## src/rtl/reg_hazard_tracker.sv

```systemverilog
`default_nettype none
// ============================================================================
// Module   : reg_hazard_tracker
// Purpose  : Decode-stage hazard unit. Keeps the destination registers of
//            in-flight instructions in a DEPTH-entry shift pipeline
//            (entry 0 = EX, 1 = MEM, 2 = WB). Each cycle it compares NUM_SRC
//            source register numbers against every tracked entry. It drives a
//            per-source forwarding select and a load-use stall.
// Ports    : clk          rising-edge clock
//            reset_n      asynchronous active-low reset
//            flush        synchronous pipeline flush (clears all valid bits)
//            issue_valid  decode holds a real instruction
//            issue_wr     instruction writes a register
//            issue_load   instruction is a load
//            issue_dst    destination register number
//            src_valid    per-source "operand is read"
//            src_addr     source numbers, src i at [i*ADDR_W +: ADDR_W]
//            fwd_sel      per-source select: 0 = regfile, k+1 = entry k
//            stall        hold decode/fetch and bubble EX (combinational)
//            stall_cnt    (HAZ_STATS_EN) saturating count of stall cycles
//            fwd_cnt      (HAZ_STATS_EN) saturating count of forward cycles
// Options  : HAZ_STATS_EN adds the stall_cnt/fwd_cnt statistics counters.
// Revision : 1.0 - initial parametrised release
// ============================================================================
module reg_hazard_tracker #(
  parameter  int ADDR_W   = 5,
  parameter  int NUM_SRC  = 2,
  parameter  int DEPTH    = 3,
  parameter  int ZERO_REG = 31,
  localparam int SEL_W    = $clog2(DEPTH + 1)
) (
  input  logic                      clk,
  input  logic                      reset_n,
  input  logic                      flush,
  input  logic                      issue_valid,
  input  logic                      issue_wr,
  input  logic                      issue_load,
  input  logic [ADDR_W-1:0]         issue_dst,
  input  logic [NUM_SRC-1:0]        src_valid,
  input  logic [NUM_SRC*ADDR_W-1:0] src_addr,
  output logic [NUM_SRC*SEL_W-1:0]  fwd_sel,
  output logic                      stall
`ifdef HAZ_STATS_EN
  ,
  output logic [31:0]               stall_cnt,
  output logic [31:0]               fwd_cnt
`else
  // statistics ports are absent in this build
`endif
);

  localparam logic [ADDR_W-1:0] c_zero_reg = ADDR_W'(ZERO_REG);

  // Tracked entry state {v, wr, ld, dst}
  logic [DEPTH-1:0]  r_v;
  logic [DEPTH-1:0]  r_wr;
  logic [DEPTH-1:0]  r_ld;
  logic [ADDR_W-1:0] r_dst [DEPTH];

  logic [NUM_SRC*SEL_W-1:0] w_fwd_sel;
  logic                     w_stall;

  // Match search. Entries are scanned oldest-first so that a later hit on a
  // younger entry overwrites the select; the youngest producer wins.
  always_comb begin
    logic [ADDR_W-1:0] w_addr;
    logic [SEL_W-1:0]  w_sel;
    w_fwd_sel = '0;
    w_stall   = 1'b0;
    w_addr    = '0;
    w_sel     = '0;
    for (int i = 0; i < NUM_SRC; i++) begin
      w_addr = src_addr[i*ADDR_W +: ADDR_W];
      w_sel  = '0;
      for (int k = DEPTH - 1; k >= 0; k--) begin
        if (src_valid[i] && r_v[k] && r_wr[k] &&
            (r_dst[k] == w_addr) && (w_addr != c_zero_reg)) begin
          w_sel = SEL_W'(k + 1);
        end
      end
      w_fwd_sel[i*SEL_W +: SEL_W] = w_sel;
      // A load still in EX cannot forward yet: load-use stall.
      if ((w_sel == SEL_W'(1)) && r_ld[0]) begin
        w_stall = 1'b1;
      end
    end
  end

  assign fwd_sel = w_fwd_sel;
  assign stall   = w_stall;

  // Entry pipeline: flush beats stall, stall injects a bubble into EX while
  // older entries keep draining, otherwise the decode instruction enters EX.
  always_ff @(posedge clk or negedge reset_n) begin
    if (!reset_n) begin
      r_v  <= '0;
      r_wr <= '0;
      r_ld <= '0;
      for (int k = 0; k < DEPTH; k++) begin
        r_dst[k] <= '0;
      end
    end else if (flush) begin
      r_v <= '0;
    end else begin
      for (int k = 1; k < DEPTH; k++) begin
        r_v[k]   <= r_v[k-1];
        r_wr[k]  <= r_wr[k-1];
        r_ld[k]  <= r_ld[k-1];
        r_dst[k] <= r_dst[k-1];
      end
      if (w_stall) begin
        r_v[0] <= 1'b0;
      end else begin
        r_v[0]   <= issue_valid;
        r_wr[0]  <= issue_wr;
        r_ld[0]  <= issue_load;
        r_dst[0] <= issue_dst;
      end
    end
  end

`ifdef HAZ_STATS_EN
  logic [31:0] r_stall_cnt;
  logic [31:0] r_fwd_cnt;
  logic        w_any_fwd;

  assign w_any_fwd = |w_fwd_sel;

  // Saturating counters; flush intentionally leaves them untouched.
  always_ff @(posedge clk or negedge reset_n) begin
    if (!reset_n) begin
      r_stall_cnt <= '0;
      r_fwd_cnt   <= '0;
    end else begin
      if (w_stall && (r_stall_cnt != 32'hFFFF_FFFF)) begin
        r_stall_cnt <= r_stall_cnt + 32'd1;
      end
      if (w_any_fwd && !w_stall && (r_fwd_cnt != 32'hFFFF_FFFF)) begin
        r_fwd_cnt <= r_fwd_cnt + 32'd1;
      end
    end
  end

  assign stall_cnt = r_stall_cnt;
  assign fwd_cnt   = r_fwd_cnt;
`else
  // No statistics logic in this build; hazard behaviour is unchanged.
`endif

endmodule
`default_nettype wire

```

## config.mk

```make
export PLATFORM = sky130hd
export DESIGN_NAME = reg_hazard_tracker
export DESIGN_NICKNAME = d
export VERILOG_FILES = /design/src/rtl/reg_hazard_tracker.sv
export SDC_FILE = /design/constraint.sdc
export NUM_CORES = 1
export LEC_CHECK = 0
export CAP_MARGIN = 20
export CELL_PAD_IN_SITES_DETAIL_PLACEMENT = 0
export CELL_PAD_IN_SITES_GLOBAL_PLACEMENT = 1
export CORE_UTILIZATION = 29
export DETAILED_ROUTE_END_ITERATION = 12
export PLACE_DENSITY_LB_ADDON = 0.05
export SLEW_MARGIN = 20
export SYNTH_ARGS = -nofsm -noshare
export SYNTH_HDL_FRONTEND = slang
export SYNTH_SLANG_ARGS = --single-unit
export TNS_END_PERCENT = 5
```

## constraint.sdc

```tcl
create_clock -name clk -period 4.2 [get_ports clk]
set_input_delay 1.05 -clock clk [delete_from_list [all_inputs] [get_ports clk]]
set_output_delay 1.05 -clock clk [all_outputs]
set_load 0.01 [all_outputs]
```

==> results of run 1 <==
synth_stat cells:
cell	n
nor2b_1	2
nand2b_1	2
o21ai_0	4
and2_2	2
nand3_1	4
nand2_4	1
a21oi_4	1
xnor2_1	26
inv_1	1
xor2_1	4
buf_2	1
mux2_2	12
nand4_1	6
mux2_4	6
buf_1	1
o21a_1	2
or4_4	2
dfrtp_1	22
nor3_1	2
nor4_1	2
nand2_1	6
flip-flops by register name, summed over array words and instances (netlist names):
signal	count
r_dst	15
r_ld	1
r_v	3
r_wr	3
cell type report:
class | count | area [sq um]
fill | 407 | 2369
multi-input combinational | 84 | 721.9
sequential | 22 | 550.5
timing repair buffer | 39 | 366.6
tap | 50 | 62.56
clock buffer | 3 | 41.29
inverter | 1 | 3.754
report_power, final:
group          switching [mW]  total [mW]  internal [mW]
clock network          0.0660       0.130         0.0639
registers              0.0366       0.276          0.240
logic                  0.0490       0.137         0.0876
total                   0.152       0.543          0.391
worst register-to-register path, stage by stage, from the launching register on:
cell,delay [ns]
dfrtp_1,0.46
xnor2_1,0.19
nand4_1,0.12
or4_4,0.56
nand2_4,0.07
buf_4,0.11
a21oi_4,0.10
mux2_4,0.34
through the flow:
step / setup slack (ns) / utilization (%)
after global routing: 0.03350 / 42.44
after CTS: 0.001969 / 42.11
after floorplan: 1.097 / -
after global placement: -0.01032 / 41.14
final: 0.1477 / 42.44
after detailed placement: -0.01698 / 41.14
worst paths after layout:
path	slack (ns)	end
max	0.15	fwd_sel[2]
min	0.52	r_v[1]$_DFF_PN0_
min reg2reg	0.52	r_v[1]$_DFF_PN0_
min in group asynchronous	0.76	r_dst[6]$_DFFE_PN0N_
max reg2reg	2.12	r_dst[10]$_DFFE_PN0P_
max in group asynchronous	3.09	r_v[2]$_DFF_PN0_
cell usage in the layout, fill, tap and decap left out, drive strengths merged:
master / n
nand2b: 2
xnor2: 26
dlygate4sd2: 1
nor4: 2
o21a: 2
clkdlybuf4s50: 20
and2: 2
inv: 1
mux2: 18
clkbuf: 3
nor3: 2
nor2b: 2
dfrtp: 22
or4: 2
o21ai: 4
nand2: 7
buf: 13
xor2: 4
nand4: 6
nand3: 4
a21oi: 1
dlymetal6s2s: 5
cell families (layout without fill, tap and decap cells):
| kind of cell | after synthesis | in the layout | synth area share, % |
|---|---|---|---|
| AOI/OAI and AO/OA | 7 | 7 | 4.012 |
| xor gates and xnor gates | 30 | 30 | 20.55 |
| buffers and inverters | 3 | 43 | 0.9775 |
| DFF | 22 | 22 | 43.05 |
| muxes | 18 | 18 | 17.61 |
| and+or+nand+nor | 29 | 29 | 13.80 |
per-layer routing:
layer,vias to the layer above,part of all wire (%),wire length (um),global-route usage [%]
met5,-,0,0,0
met4,0,0.77,23,4.688
met3,2,2.9,86,2.500
met2,16,48,1426,25.49
met1,449,49,1449,19.92
li1,459,-,-,-
what timing repair did:
item | CTS | global route
pin swaps | 0 | 0
gates resized for setup | 1 | 6
setup endpoints to repair | 1 | 3
==> results.tsv, run 1 <==
stage	metric	value	unit
global_route	GRT Overall Usage	15.25	%
synthesis	Post-Syn Instances	109	
routing	DRC viols	0	
worst_setup_path	Setup crit start	src_addr[9]	
cts	CTS tree	yes	
die	Initial Util	31.07	%
hold_path	min-delay src	r_v[0]$_DFF_PN0_	
timing	fmax	246.8	MHz
routing	initial DRC count	9	
worst_setup_path	CP top delay family	buffers and inverters	
die	die width	68.41	um
pwr	Max VDD drop	0.1453	mV
cts	clk sinks	22	
finish	Area growth, synth to finish	36.60	%
finish	Finished Layout Cells	199	
synthesis	top cells by area, synth	dfrtp_1 43%, xnor2_1 18%, mux2_2 11%, mux2_4 7.0%, nand4_1 2.9%	
placed_design	GP Congestion	0.7388	
global_route	largest net degree at the start of global routing	23	
cts	Clock Pin Slew Worst Setup and Hold Paths	0.08	ns
die	core area	4115	sq um
cts	CTS root buf	clkbuf_8	
worst_setup_path	Setup crit end kind	output port	
cts	H-tree levels	1	
timing	worst hold margin	0.5181	ns
global_route	wire length of the first global-routing pass	5002	um
routing	wire per inst	15.01	um
timing	Final setup viols	0	
hold_path	WHS Path Cells	1	
job	Max Cap Violations	0	
global_route	initial antenna violation count	0	
cts	clk_lat worst skew	0.26	ns
timing	final hold violation count	0	
die	num rows	23	
worst_setup_path	CP Cell Sequence	clkdlybuf4s50_1 -> xnor2_1 -> nand4_1 -> or4_4 -> nand2_1 -> clkdlybuf4s50_1	
timing	unrepaired setup endpoints after global routing	false	
timing	Slew @ Worst Pin	0.7643	ns
worst_setup_path	arrival time worst endpoint	3.00	ns
pwr	Static Leak	0.7420	nW
worst_setup_path	Worst R2R Start	r_dst[11]$_DFFE_PN0P_	
pwr	total power	0.5428	mW
die	I/O Pins	28	
synthesis	sequential share of the synthesized area	43.05	%
routing	vias per inst	4.653	
synthesis	Synth Area per Inst	11.73	sq um
hold_path	worst min path class	flip-flop to flip-flop	
global_route	number of global-route vias before repair	1027	
timing	Fin Setup TNS	0	ns
worst_setup_path	Critical-path top delay cell	or4_4	
routing	First-pass DRT Iterations	4	
worst_setup_path	cell count along the critical path	6	
run_status	status	completed	
placed_design	placed cell areas	1693	sq um
placed_design	Inst Count DP	196	
synthesis	Synth top area share	43.05	%
worst_setup_path	required time of the worst setup path	3.15	ns
finish	Diodes inserted	0	
worst_setup_path	CP max FO	3	
timing	skew final	0.0009760	ns
routing	antenna-violating nets left	0	
synthesis	Synth Warn #	0	
synthesis	number of synthesized register bits	22	
timing	Final Critical Period	4.052	ns
worst_setup_path	Worst setup SP type	input port	
routing	drt total wl	2986	um
cts	total clock buffers created by CTS	3	
die	die area	4679	sq um
synthesis	syn_nets	132	
timing	Slew Limit Fails	0	
cts	CTS Buffer Depth	2	
worst_setup_path	slowest stage delay, CP	0.56	ns
routing	DR vias	926	
synthesis	Synth area leader	dfrtp_1	
worst_setup_path	most used cell, CP	clkdlybuf4s50_1	
cts	Setup Fix Bufs, Post-CTS	0	
timing	crit share post-route	96.48	%
pwr	PD cells	310.8	nW/um^2
worst_setup_path	worst reg-to-reg path cell count	7	
placed_design	DPL Wire Length	2381	um
global_route	total grt overflow	0	
synthesis	post-synthesis cell type count	21	
finish	post-route design area	1747	sq um
cts	quantity of hold-fixing buffers added after cts	0	
timing	Slew HR	48.89	%
die	Die Y	68.41	um
worst_setup_path	WP buf/inv	2	
finish	share of cells above drive strength 1	27.52	%
synthesis	Post-Syn Area	1279	sq um
worst_setup_path	Setup CP Type	input port to output port	
placed_design	Buffers on Ports	27	
finish	net count reported at finish	174	
(Power assumes the default switching activity.)
==> run 2, diff against run 1 <==
Settings changed: CORE_UTILIZATION 29 to 25.
==> results.tsv, run 2 (synthesized netlist as in run 1, its figures left out) <==
stage	metric	value	unit	change
finish	commonest non-fill, non-tap cell in the layout	xnor2_1		unchanged
finish	most frequent cells in the layout	26 x xnor2_1, 22 x clkdlybuf4s50_1, 22 x dfrtp_1, 13 x buf_4, 12 x mux2_2		was 26 x xnor2_1, 22 x dfrtp_1, 20 x clkdlybuf4s50_1, 12 x mux2_2, 12 x buf_4
placed_design	Setup Slack @ Placement	-0.07249	ns	was -0.01698 ns
hold_path	min-delay src	r_v[0]$_DFF_PN0_		unchanged
global_route	number of global-route vias before repair	1012		was 1027
finish	Area growth, synth to finish	38.94	%	was 36.60%
worst_setup_path	most used cell, CP	clkdlybuf4s50_1		unchanged
hold_path	worst min path class	flip-flop to flip-flop		unchanged
worst_setup_path	Setup crit start	src_addr[3]		was src_addr[9]
timing	fmax	246.8	MHz	about the same
routing	drt total wl	3086	um	was 2986 um
timing	final hold violation count	0		unchanged
worst_setup_path	CP top delay family	buffers and inverters		unchanged
global_route	wire length of the first global-routing pass	4961	um	was 5002 um
die	I/O Pins	28		unchanged
global_route	largest net degree at the start of global routing	23		unchanged
worst_setup_path	WP buf/inv	3		was 2
worst_setup_path	CP Cell Sequence	clkdlybuf4s50_1 -> buf_4 -> xnor2_1 -> nand4_1 -> nor4_1 -> o21a_1 -> clkdlybuf4s50_1		was clkdlybuf4s50_1 -> xnor2_1 -> nand4_1 -> or4_4 -> nand2_1 -> clkdlybuf4s50_1
worst_setup_path	required time of the worst setup path	3.15	ns	about the same
run_status	status	completed		unchanged
pwr	Max VDD drop	0.1027	mV	was 0.1453 mV
routing	DR vias	948		was 926
routing	initial DRC count	22		was 9
placed_design	placed cell areas	1722	sq um	was 1693 sq um
cts	Clock Pin Slew Worst Setup and Hold Paths	0.08	ns	about the same
timing	Slew HR	66.31	%	was 48.89%
worst_setup_path	Worst setup SP type	input port		unchanged
finish	Largest register FFs	15		unchanged
die	die area	5405	sq um	was 4679 sq um
die	Die Y	73.52	um	was 68.41 um
finish	Top reg by flops	r_dst		unchanged
routing	antenna-violating nets left	0		unchanged
routing	First-pass DRT Iterations	3		was 4
cts	CTS Buffer Depth	2		unchanged
timing	Final WS setup	0.1485	ns	was 0.1477 ns
timing	Final Critical Period	4.052	ns	about the same
finish	share of cells above drive strength 1	28.48	%	was 27.52%
cts	quantity of hold-fixing buffers added after cts	0		unchanged
finish	net count reported at finish	175		was 174
worst_setup_path	CP max FO	3		unchanged
placed_design	Buffers on Ports	27		unchanged
worst_setup_path	slowest stage delay, CP	0.53	ns	was 0.56 ns
finish	biggest regs	r_dst: 15 flops, r_v: 3 flops, r_wr: 3 flops		unchanged
placed_design	GP Congestion	0.7647		was 0.7388
worst_setup_path	arrival time worst endpoint	3.00	ns	about the same
finish	total of fill cells in the finished design	524		was 407
finish	post-route design area	1777	sq um	was 1747 sq um
die	Initial Util	26.55	%	was 31.07%
routing	vias per inst	4.349		was 4.653
cts	CTS tree	yes		unchanged
pwr	PD cells	319.1	nW/um^2	was 310.8 nW/um^2
worst_setup_path	r2r setup slk	2.14	ns	was 2.12 ns
global_route	GRT Overall Usage	12.65	%	was 15.25%
global_route	initial antenna violation count	0		unchanged
routing	wire per inst	14.16	um	was 15.01 um
global_route	total grt overflow	0		unchanged
timing	Slew Limit Fails	0		unchanged
job	Max Cap Violations	0		unchanged
routing	DRC viols	0		unchanged
cts	clk sinks	22		unchanged
finish	end-of-flow core utilization	36.88	%	was 42.44%
finish	area of the multi-input gates	721.9	sq um	unchanged
pwr	Static Leak	0.7202	nW	was 0.7420 nW
die	num rows	25		was 23
cts	total clock buffers created by CTS	3		unchanged
cts	Setup Fix Bufs, Post-CTS	0		unchanged
finish	Diodes inserted	0		unchanged
cts	H-tree levels	1		unchanged
cts	CTS root buf	clkbuf_8		unchanged
timing	crit share post-route	96.46	%	was 96.48%
worst_setup_path	Worst R2R Start	r_dst[10]$_DFFE_PN0P_		was r_dst[11]$_DFFE_PN0P_
timing	skew final	0.004426	ns	was 0.0009760 ns
worst_setup_path	Critical-path top delay cell	clkdlybuf4s50_1		was or4_4
cts	clk_lat worst skew	0.27	ns	was 0.26 ns
worst_setup_path	Setup crit end kind	output port		unchanged
pwr	total power	0.5670	mW	was 0.5428 mW
timing	Slew @ Worst Pin	0.5054	ns	was 0.7643 ns
placed_design	DPL Wire Length	2457	um	was 2381 um
worst_setup_path	Setup CP Type	input port to output port		unchanged
die	core area	4817	sq um	was 4115 sq um
finish	Reg area	550.5	sq um	unchanged
timing	Final setup viols	0		unchanged
die	die width	73.52	um	was 68.41 um
==> run 2: changes by cell type in the layout (fill, tap and decap cells not counted), sizes merged <==
| cell | before | now |
|---|---|---|
| dlymetal6s2s | 5 | 1 |
| clkdlybuf4s50 | 20 | 22 |
| dlygate4sd2 | 1 | 3 |
| buf | 13 | 14 |
| clkbuf | 3 | 4 |
==> run 2: final cells by class <==
class                   count  area share, %
inverters                   1         0.2113
clock buffers               4          3.099
repair buffers             40          20.35
well taps                  67          4.718
flip-flops and latches     22          30.99
multi-input cells          84          40.63
==> run 2: timing repair <==
| action | CTS | global route |
|---|---|---|
| pin swaps | 1 | 0 |
| gates resized for setup | 3 | 2 |
| hold endpoints to repair | 0 | 0 |
| endpoints found under the setup margin | 1 | 3 |
==> run 2: path summary, 6_finish.rpt <==
| check | to | cells past startpoint |
|---|---|---|
| max | fwd_sel[1] | 7 |
| min | r_v[1]$_DFF_PN0_ | 1 |
| max reg2reg | r_wr[0]$_DFFE_PN0P_ | 7 |
| min reg2reg | r_v[1]$_DFF_PN0_ | 1 |
| max in group asynchronous | r_v[2]$_DFF_PN0_ | 1 |
| min in group asynchronous | r_dst[14]$_DFFE_PN0P_ | 1 |
==> run 2: stage by stage <==
stage,std cells,hold WS (ns),setup TNS [ns]
after CTS,218,0.5148,0
after detailed placement,214,0.4949,-0.07249
after floorplan,109,0.4646,0
final,218,0.5105,0
after global placement,214,0.4783,-0.03880
after global routing,218,0.5429,-0.02143
==> run 2: routing by layer <==
layer | GRT usage, % | wire length (um) | vias to the layer above
met3 | 2.881 | 124 | 4
met4 | 4.487 | 30 | 0
met5 | 0 | 0 | -
met2 | 19.88 | 1393 | 20
li1 | - | - | 465
met1 | 16.99 | 1538 | 459
==> run 2: where the power goes <==
group          internal (mW)  total (mW)  switching, mW  leakage (nW)
clock network         0.0836       0.154         0.0701        0.0288
logic                 0.0879       0.136         0.0481         0.428
registers              0.240       0.277         0.0375         0.263
==> run 3, diff against run 2 <==
Settings changed: MAX_ROUTING_LAYER set to met4.
==> results.tsv, run 3 (synthesized netlist as in run 1, its figures left out) <==
stage	metric	value	unit	change
run_status	status	completed		unchanged
cts	CTS tree	yes		unchanged
routing	wire per inst	14.16	um	about the same
routing	vias per inst	4.344		was 4.349
job	Max Cap Violations	0		unchanged
timing	Slew Limit Fails	0		unchanged
timing	Final setup viols	0		unchanged
finish	Area growth, synth to finish	38.94	%	unchanged
routing	DR vias	947		was 948
finish	net count reported at finish	175		unchanged
routing	DRC viols	0		unchanged
timing	worst hold margin	0.5105	ns	unchanged
hold_path	min-delay src	r_v[0]$_DFF_PN0_		unchanged
pwr	total power	0.5669	mW	was 0.5670 mW
worst_setup_path	Setup crit start	src_addr[3]		unchanged
global_route	total grt overflow	0		unchanged
worst_setup_path	Setup CP Type	input port to output port		unchanged
global_route	GRT Overall Usage	13.02	%	was 12.65%
die	I/O Pins	28		unchanged
cts	Setup Fix Bufs, Post-CTS	0		unchanged
finish	end-of-flow core utilization	36.88	%	unchanged
routing	First-pass DRT Iterations	3		unchanged
worst_setup_path	CP max FO	3		unchanged
routing	antenna-violating nets left	0		unchanged
finish	biggest regs	r_dst: 15 flops, r_v: 3 flops, r_wr: 3 flops		unchanged
finish	total of fill cells in the finished design	524		unchanged
placed_design	GP Congestion	0.7749		was 0.7647
pwr	PD cells	319.1	nW/um^2	about the same
timing	Fin Setup TNS	0	ns	unchanged
timing	Slew HR	66.21	%	was 66.31%
die	die width	73.52	um	unchanged
finish	Diodes inserted	0		unchanged
placed_design	DPL Wire Length	2457	um	unchanged
cts	Clock Pin Slew Worst Setup and Hold Paths	0.08	ns	about the same
finish	Largest register FFs	15		unchanged
cts	clk sinks	22		unchanged
finish	commonest non-fill, non-tap cell in the layout	xnor2_1		unchanged
worst_setup_path	Setup crit end kind	output port		unchanged
finish	post-route design area	1777	sq um	unchanged
routing	drt total wl	3087	um	was 3086 um
pwr	Max VDD drop	0.1027	mV	unchanged
finish	Top reg by flops	r_dst		unchanged
global_route	largest net degree at the start of global routing	23		unchanged
cts	CTS root buf	clkbuf_8		unchanged
timing	Final WS setup	0.1495	ns	was 0.1485 ns
timing	Slew @ Worst Pin	0.5068	ns	was 0.5054 ns
die	die area	5405	sq um	unchanged
cts	H-tree levels	1		unchanged
timing	fmax	246.9	MHz	was 246.8 MHz
global_route	number of global-route vias before repair	1014		was 1012
global_route	wire length of the first global-routing pass	4961	um	unchanged
pwr	Static Leak	0.7202	nW	unchanged
worst_setup_path	Worst R2R Start	r_dst[10]$_DFFE_PN0P_		unchanged
placed_design	Inst Count DP	214		unchanged
die	Initial Util	26.55	%	unchanged
finish	share of cells above drive strength 1	28.48	%	unchanged
cts	total clock buffers created by CTS	3		unchanged
worst_setup_path	Worst setup SP type	input port		unchanged
routing	initial DRC count	23		was 22
die	core area	4817	sq um	unchanged
global_route	initial antenna violation count	0		unchanged
timing	crit share post-route	96.44	%	was 96.46%
worst_setup_path	arrival time worst endpoint	3.00	ns	about the same
placed_design	placed cell areas	1722	sq um	unchanged
worst_setup_path	r2r setup slk	2.14	ns	about the same
die	num rows	25		unchanged
finish	most frequent cells in the layout	26 x xnor2_1, 22 x clkdlybuf4s50_1, 22 x dfrtp_1, 13 x buf_4, 12 x mux2_2		unchanged
cts	clk_lat worst skew	0.27	ns	about the same
timing	skew final	0.004428	ns	was 0.004426 ns
finish	Finished Layout Cells	218		unchanged
timing	final hold violation count	0		unchanged
timing	Final Critical Period	4.051	ns	was 4.052 ns
worst_setup_path	required time of the worst setup path	3.15	ns	about the same
die	Die Y	73.52	um	unchanged
hold_path	worst min path class	flip-flop to flip-flop		unchanged
placed_design	Setup Slack @ Placement	-0.07249	ns	unchanged
placed_design	Buffers on Ports	27		unchanged
cts	CTS Buffer Depth	2		unchanged
cts	quantity of hold-fixing buffers added after cts	0		unchanged
[run 3: final cells by class]
type,count,area [sq um],share of cell area [%]
Tap cell,67,83.83,4.718
Multi-Input combinational cell,84,721.9,40.63
Clock buffer,4,55.05,3.099
Sequential cell,22,550.5,30.99
Timing Repair Buffer,40,361.6,20.35
Inverter,1,3.754,0.2113
[run 3: where the power goes]
group / total (mW) / internal (mW) / switching [mW] / leakage (nW)
Sequential: 0.277 / 0.240 / 0.0374 / 0.263
Clock: 0.154 / 0.0836 / 0.0701 / 0.0288
Combinational: 0.136 / 0.0879 / 0.0481 / 0.428
[run 3: worst max-delay path: stages]
cell and delay, ns:
clkdlybuf4s50_1 0.53, buf_4 0.15, xnor2_1 0.11, nand4_1 0.12, nor4_1 0.33, o21a_1 0.18
clkdlybuf4s50_1 0.52
[run 3: per-layer routing]
metal	track usage, %	vias to the layer above	routed length, um
met5	-	-	0
met3	2.881	4	124
met1	17.08	458	1533
met2	19.78	20	1398
met4	4.487	0	30
li1	-	465	-
[run 3: repair_timing]
action / in CTS / in global routing
pin swaps: 1 / 0
resized for setup: 3 / 2
endpoints found under the setup margin: 1 / 3
endpoints found under the hold margin: 0 / 0
[run 3: path summary, 6_finish.rpt]
path / end / depth (start not counted)
max: fwd_sel[1] / 7
min: r_v[1]$_DFF_PN0_ / 1
max reg2reg: r_wr[0]$_DFFE_PN0P_ / 7
min reg2reg: r_v[1]$_DFF_PN0_ / 1
max in group asynchronous: r_v[2]$_DFF_PN0_ / 1
min in group asynchronous: r_dst[14]$_DFFE_PN0P_ / 1
